## config.mk

```make
export PLATFORM = sky130hd
export DESIGN_NAME = seg7_scan_capture
export DESIGN_NICKNAME = d
export VERILOG_FILES = /design/src/rtl/seg7_pkg.sv /design/src/rtl/seg7_decode.sv /design/src/rtl/seg7_scan_capture.sv
export SDC_FILE = /design/constraint.sdc
export NUM_CORES = 1
export LEC_CHECK = 0
export BUFFER_PORTS_ARGS = -buffer_cell sky130_fd_sc_hd__buf_4
export CAP_MARGIN = 10
export CORE_AREA = 5 5 118 109
export CTS_CLUSTER_DIAMETER = 60
export DETAILED_ROUTE_END_ITERATION = 12
export DIE_AREA = 0 0 123 114
export PLACE_DENSITY_LB_ADDON = 0.1
export SLEW_MARGIN = 20
export SYNTH_ARGS = -nofsm -noshare
export SYNTH_HDL_FRONTEND = slang
export SYNTH_SLANG_ARGS = --single-unit
```

## constraint.sdc

```tcl
create_clock -name i_clk -period 2.7 [get_ports i_clk]
set_clock_uncertainty 0.05 [all_clocks]
set_input_delay 0.405 -clock i_clk [delete_from_list [all_inputs] [get_ports i_clk]]
set_output_delay 0.405 -clock i_clk [all_outputs]
set_load 0.02 [all_outputs]
```

## src/rtl/seg7_pkg.sv

```systemverilog
// Shared 7-segment constants and pattern decoder, used by both the display
// driver (encoding) and the scan-capture monitor (decoding).
package seg7_pkg;

  localparam int SEG_A  = 0;
  localparam int SEG_B  = 1;
  localparam int SEG_C  = 2;
  localparam int SEG_D  = 3;
  localparam int SEG_E  = 4;
  localparam int SEG_F  = 5;
  localparam int SEG_G  = 6;
  localparam int SEG_DP = 7;

  localparam logic [6:0] HEX_PAT [16] = '{
    7'h3F, 7'h06, 7'h5B, 7'h4F, 7'h66, 7'h6D, 7'h7D, 7'h07,
    7'h7F, 7'h6F, 7'h77, 7'h7C, 7'h39, 7'h5E, 7'h79, 7'h71
  };

  typedef struct packed {
    logic       err;
    logic       blank;
    logic [3:0] nibble;
  } dec_t;

  typedef struct packed {
    logic       dp;
    logic       blank;
    logic       err;
    logic [3:0] nibble;
  } digit_t;

  // All-off reads as blank; anything outside the hex table is an error (nibble 0).
  function automatic dec_t seg_decode(input logic [6:0] pat);
    dec_t d;
    d = '{err: 1'b1, blank: 1'b0, nibble: 4'h0};
    if (pat == 7'h00) begin
      d.err   = 1'b0;
      d.blank = 1'b1;
    end else begin
      for (int i = 0; i < 16; i++) begin
        if (pat == HEX_PAT[i]) begin
          d.err    = 1'b0;
          d.nibble = 4'(i);
        end
      end
    end
    return d;
  endfunction

endpackage

```

## src/rtl/seg7_decode.sv

```systemverilog
// Combinational segment-pattern decoder with decimal-point passthrough.
module seg7_decode
  import seg7_pkg::*;
(
  input  logic [7:0] seg,
  output logic [3:0] nibble,
  output logic       dp,
  output logic       blank,
  output logic       err
);

  dec_t d;

  assign d      = seg_decode(seg[SEG_G:SEG_A]);
  assign nibble = d.nibble;
  assign blank  = d.blank;
  assign err    = d.err;
  assign dp     = seg[SEG_DP];

endmodule

```

## src/rtl/seg7_scan_capture.sv

```systemverilog
// Samples a multiplexed 7-segment bus, decodes each stable digit and emits one
// valid pulse per fully scanned 4-digit frame, with error/blank/stale flags.
module seg7_scan_capture
  import seg7_pkg::*;
#(
  parameter int STABLE         = 4,
  parameter int TIMEOUT        = 100000,
  parameter bit SEG_ACTIVE_LOW = 1'b0,
  parameter bit DIG_ACTIVE_LOW = 1'b0
) (
  input  logic        i_clk,
  input  logic        i_rst,
  input  logic [7:0]  i_seg,
  input  logic [3:0]  i_dig,
  output logic [15:0] o_value,
  output logic [3:0]  o_dp,
  output logic [3:0]  o_blank,
  output logic        o_err,
  output logic        o_valid,
  output logic        o_stale
);

  localparam int SW = $clog2(STABLE + 1);
  localparam int TW = $clog2(TIMEOUT + 1);

  localparam logic [1:0] IDLE   = 2'd0;
  localparam logic [1:0] SETTLE = 2'd1;
  localparam logic [1:0] HOLD   = 2'd2;

  logic [7:0]    seg_q, seg_n, seg_r;
  logic [3:0]    dig_q, dig_n, sel_r;
  logic          legal;
  logic [1:0]    state, state_nx;
  logic [SW-1:0] cnt, cnt_nx;
  logic          capture;
  logic [3:0]    dec_nib;
  logic          dec_dp, dec_blank, dec_err;
  logic [3:0]    seen;
  logic [TW-1:0] tmo;
  logic          frame_done, err_any;
  digit_t        shadow [4];

  always_ff @(posedge i_clk) begin
    if (!i_rst) begin
      seg_q <= '0;
      dig_q <= '0;
    end else begin
      seg_q <= i_seg;
      dig_q <= i_dig;
    end
  end

  // Internally 1 always means lit / selected.
  assign seg_n = SEG_ACTIVE_LOW ? ~seg_q : seg_q;
  assign dig_n = DIG_ACTIVE_LOW ? ~dig_q : dig_q;
  assign legal = (dig_n != 4'b0) && ((dig_n & (dig_n - 4'd1)) == 4'b0);

  seg7_decode u_decode (
    .seg    (seg_n),
    .nibble (dec_nib),
    .dp     (dec_dp),
    .blank  (dec_blank),
    .err    (dec_err)
  );

  always_comb begin
    // NOTE: every always_comb output gets a default first so no path infers a latch.
    state_nx = state;
    cnt_nx   = cnt;
    capture  = 1'b0;
    case (state)
      IDLE: begin
        if (legal) begin
          state_nx = SETTLE;
          cnt_nx   = SW'(1);
        end
      end
      SETTLE: begin
        if (!legal) begin
          state_nx = IDLE;
          cnt_nx   = '0;
        end else if (dig_n != sel_r || seg_n != seg_r) begin
          cnt_nx = SW'(1);
        end else begin
          cnt_nx = cnt + 1'b1;
        end
      end
      HOLD: begin
        if (!legal) begin
          state_nx = IDLE;
          cnt_nx   = '0;
        end else if (dig_n != sel_r) begin
          state_nx = SETTLE;
          cnt_nx   = SW'(1);
        end
      end
      default: begin
        state_nx = IDLE;
        cnt_nx   = '0;
      end
    endcase
    if (state_nx == SETTLE && cnt_nx == SW'(STABLE)) begin
      capture  = 1'b1;
      state_nx = HOLD;
    end
  end

  always_ff @(posedge i_clk) begin
    if (!i_rst) begin
      state <= IDLE;
      cnt   <= '0;
      sel_r <= '0;
      seg_r <= '0;
    end else begin
      state <= state_nx;
      cnt   <= cnt_nx;
      sel_r <= dig_n;
      seg_r <= seg_n;
    end
  end

  assign frame_done = (seen == 4'hF);
  assign err_any    = shadow[0].err | shadow[1].err | shadow[2].err | shadow[3].err;
  assign o_stale    = (tmo == TW'(TIMEOUT));

  always_ff @(posedge i_clk) begin
    if (!i_rst) begin
      seen    <= '0;
      tmo     <= '0;
      o_value <= '0;
      o_dp    <= '0;
      o_blank <= '0;
      o_err   <= 1'b0;
      o_valid <= 1'b0;
      // NOTE: the four shadow entries are small flops, so clearing them on reset is cheap and keeps readback deterministic.
      for (int k = 0; k < 4; k++) shadow[k] <= '0;
    end else begin
      o_valid <= frame_done;
      seen    <= (frame_done ? 4'b0 : seen) | (capture ? dig_n : 4'b0);
      if (frame_done) begin
        tmo   <= '0;
        o_err <= err_any;
        for (int k = 0; k < 4; k++) begin
          o_value[4*k +: 4] <= shadow[k].nibble;
          o_dp[k]           <= shadow[k].dp;
          o_blank[k]        <= shadow[k].blank;
        end
      end else if (!o_stale) begin
        tmo <= tmo + 1'b1;
      end
      for (int k = 0; k < 4; k++) begin
        if (capture && dig_n[k])
          shadow[k] <= '{dp: dec_dp, blank: dec_blank, err: dec_err, nibble: dec_nib};
      end
    end
  end

endmodule

```

==> results.json <==
{
  "grtUsageTotal_pct": 14.4,
  "cp.arrival_ps": 2480,
  "die_h_um": 114,
  "pre_cts_ws_ps": 376,
  "nNetsFinal": 506,
  "dr.pass1.iters": 4,
  "core_area_um2": 11600,
  "crit_slowest_cell": "dfxtp_1",
  "grt_pass1_wl_um": 15800,
  "synth-edff-count": 28,
  "status": "complete, no violations",
  "postSynthCellCount": 457,
  "vias_per_cell": 4.95,
  "yosysWarningCount": 0,
  "rows": 38,
  "ys_seq_area_share_pct": 52.8,
  "synth_cell_types": 55,
  "cts_buffers": 9,
  "drive_above_1_share_pct": 16.4,
  "rsz0062_at_grt": "false",
  "antenna_found_initial": 0,
  "global_route.usage.met1_pct": 20.3,
  "grt.busiest_layer": "met2",
  "final_cell_mix": "dfxtp_1, nand2_1, buf_4, a21oi_1, edfxtp_1",
  "slew_violations": 0,
  "worstPathRequired_ps": 2820,
  "worst_pin_slew_ps": 587,
  "ir_drop_uv": 272,
  "period_share_pct": 87.4,
  "stdcell_area_um2": 5140,
  "grt_max_degree": 39,
  "clk_path_buf_depth": 2,
  "clk-insertion-delay-late_ps": 350,
  "cts_hold_buf": 0,
  "wl_per_cell_um": 14.3,
  "crit_end": "shadow[2][0]",
  "p_per_area_nw_per_um2": 594,
  "routed_wl_um": 9370,
  "drt_iter0_drc": 213,
  "area_growth_pct": 14.9,
  "end_kind": "register",
  "ys.flop_type": "dfxtp_1",
  "grt_pass1_vias": 3102,
  "max_clock_freq_ghz": 0.424,
  "gp_congestion": 0.783,
  "cts.sinks": 104,
  "holdPathStages": 2,
  "drv_cap": 0,
  "slowest_delay_ps": 690,
  "dp_hpwl_um": 6540,
  "worstPathCellList": "xnor2_2 > nand3_1 > nor4_4 > nand3_4 > buf_4 > nor3_1",
  "async_reset_ff_share_pct": 0,
  "drc": 0,
  "placed_area_um2": 4880,
  "syn_nets": 474,
  "avgSynthCellArea_um2": 9.80,
  "nFillCells": 1143,
  "crit-reg2reg-capture": "shadow[2][0]",
  "setup_slack_ps": 339,
  "grtUsageMet2_pct": 21.1,
  "path_class": "reg2reg",
  "r2r-start": "seg_n[3]",
  "hold_viol": 0,
  "cts-root-buf": "clkbuf_16",
  "port_buffers": 40,
  "layout_commonest_cell": "dfxtp_1",
  "start_util_pct": 38.4,
  "overflow": 0,
  "critPathLaunch": "seg_n[3]",
  "htree_levels": 3,
  "synth_seq_cells": 104,
  "min_period_ps": 2360,
  "setup_violations": 0,
  "cts_resized": 0,
  "setup_tns_ps": 0,
  "die_area_um2": 14000,
  "diodes": 0,
  "cts_tree": "yes",
  "vias": 3236,
  "power.leakage_uw": 0.00188,
  "synthesis.area_um2": 4480,
  "path_max_fanout": 18,
  "io_pins": 41,
  "reg2reg_setup_slack_ps": 340,
  "relSlewSlack_pct": 60.8,
  "post_cts_buffers": 0,
  "die_x_um": 123,
  "hp-class": "in2reg",
  "met3_usage_pct": 4.71,
  "reg2reg_depth": 6,
  "cp-start-kind": "register",
  "antenna_left": 0,
  "clk_pin_slew_ps": 70
}
## worst max-delay path: cells and delay by family, from the launching register on
family,cells,cell delay [ps]
XOR/XNOR,1,170
flip-flops,1,690
AND/OR/NAND/NOR,4,1010
buffers and inverters,1,250
## cell families (layout without fill, tap and decap cells)
kind of cell             Yosys count  in the layout  share of synthesized area [%]
AND/OR/NAND/NOR                  201            201                           24.4
XOR/XNOR                          23             23                           5.34
AO/OA/AOI/OAI                     79             79                           10.9
buffers and inverters             45             82                           5.28
adder cells (fa/ha/maj)            3              3                          0.839
flip-flops                       104            104                           52.8
multiplexers                       2              2                          0.447
## synth_stat cells, drive strengths merged (11+ instances only)
cell    instances  area, um2
nor3           28        165
xnor2          17        186
inv            16       60.1
nand2          68        255
buf            14        120
nand4          12       81.3
clkbuf         15       56.3
nand3          11       67.6
and2           20        125
a21oi          37        185
nor2           22       82.6
dfxtp          76       1520
o21ai          16       80.1
edfxtp         28        841
## final cells by class
cell class,count,area (um2),share of cell area [%]
Inverter,16,60.1,1.17
Tap cell,160,200,3.89
Sequential cell,104,2360,45.9
Clock buffer,10,229,4.45
Clock inverter,6,40.0,0.778
Multi-Input combinational cell,308,1880,36.5
Timing Repair Buffer,50,375,7.30
## state kept, by name, summed over array words and instances (netlist names)
name / cells
shadow: 28
tmo: 17
o_value: 16
seg_n: 8
seg_r: 8
dig_n: 4
o_blank: 4
o_dp: 4
seen: 4
sel_r: 4
cnt: 3
state: 2
o_err: 1
o_valid: 1
## report_power, final
part           total, uW  internal [uW]  switching [uW]
combinational        167           75.3            91.5
clock               1200            628             576
sequential          1690           1630            50.4
total               3060           2340             718
## stage by stage
step	utilization, %	hold WS (ps)	instances	power (uW)
after floorplan	-	391	457	1840
after CTS	44.2	197	654	3100
after global routing	44.2	197	654	3190
after detailed placement	41.9	398	638	1890
after global placement	41.9	396	638	1890
final	44.2	209	654	3060
## metal layers
| metal | up-vias | share of wire (%) |
|---|---|---|
| li1 | 1665 | - |
| met1 | 1504 | 50 |
| met2 | 57 | 44 |
| met3 | 10 | 4.5 |
| met4 | 0 | 1.2 |
| met5 | - | 0 |
## how the worst min path moves through the flow
stage / from / endpoint / slack, ps
after floorplan: cnt[2] / cnt[2] / 390
after global placement: o_value[10] / o_value[10] / 400
after detailed placement: o_value[13] / o_value[13] / 400
after CTS: i_seg[5] / seg_n[5] / 200
after global routing: i_seg[1] / seg_n[1] / 200
final: i_seg[5] / seg_n[5] / 210
Note: power is estimated with default switching activity, not from simulation.
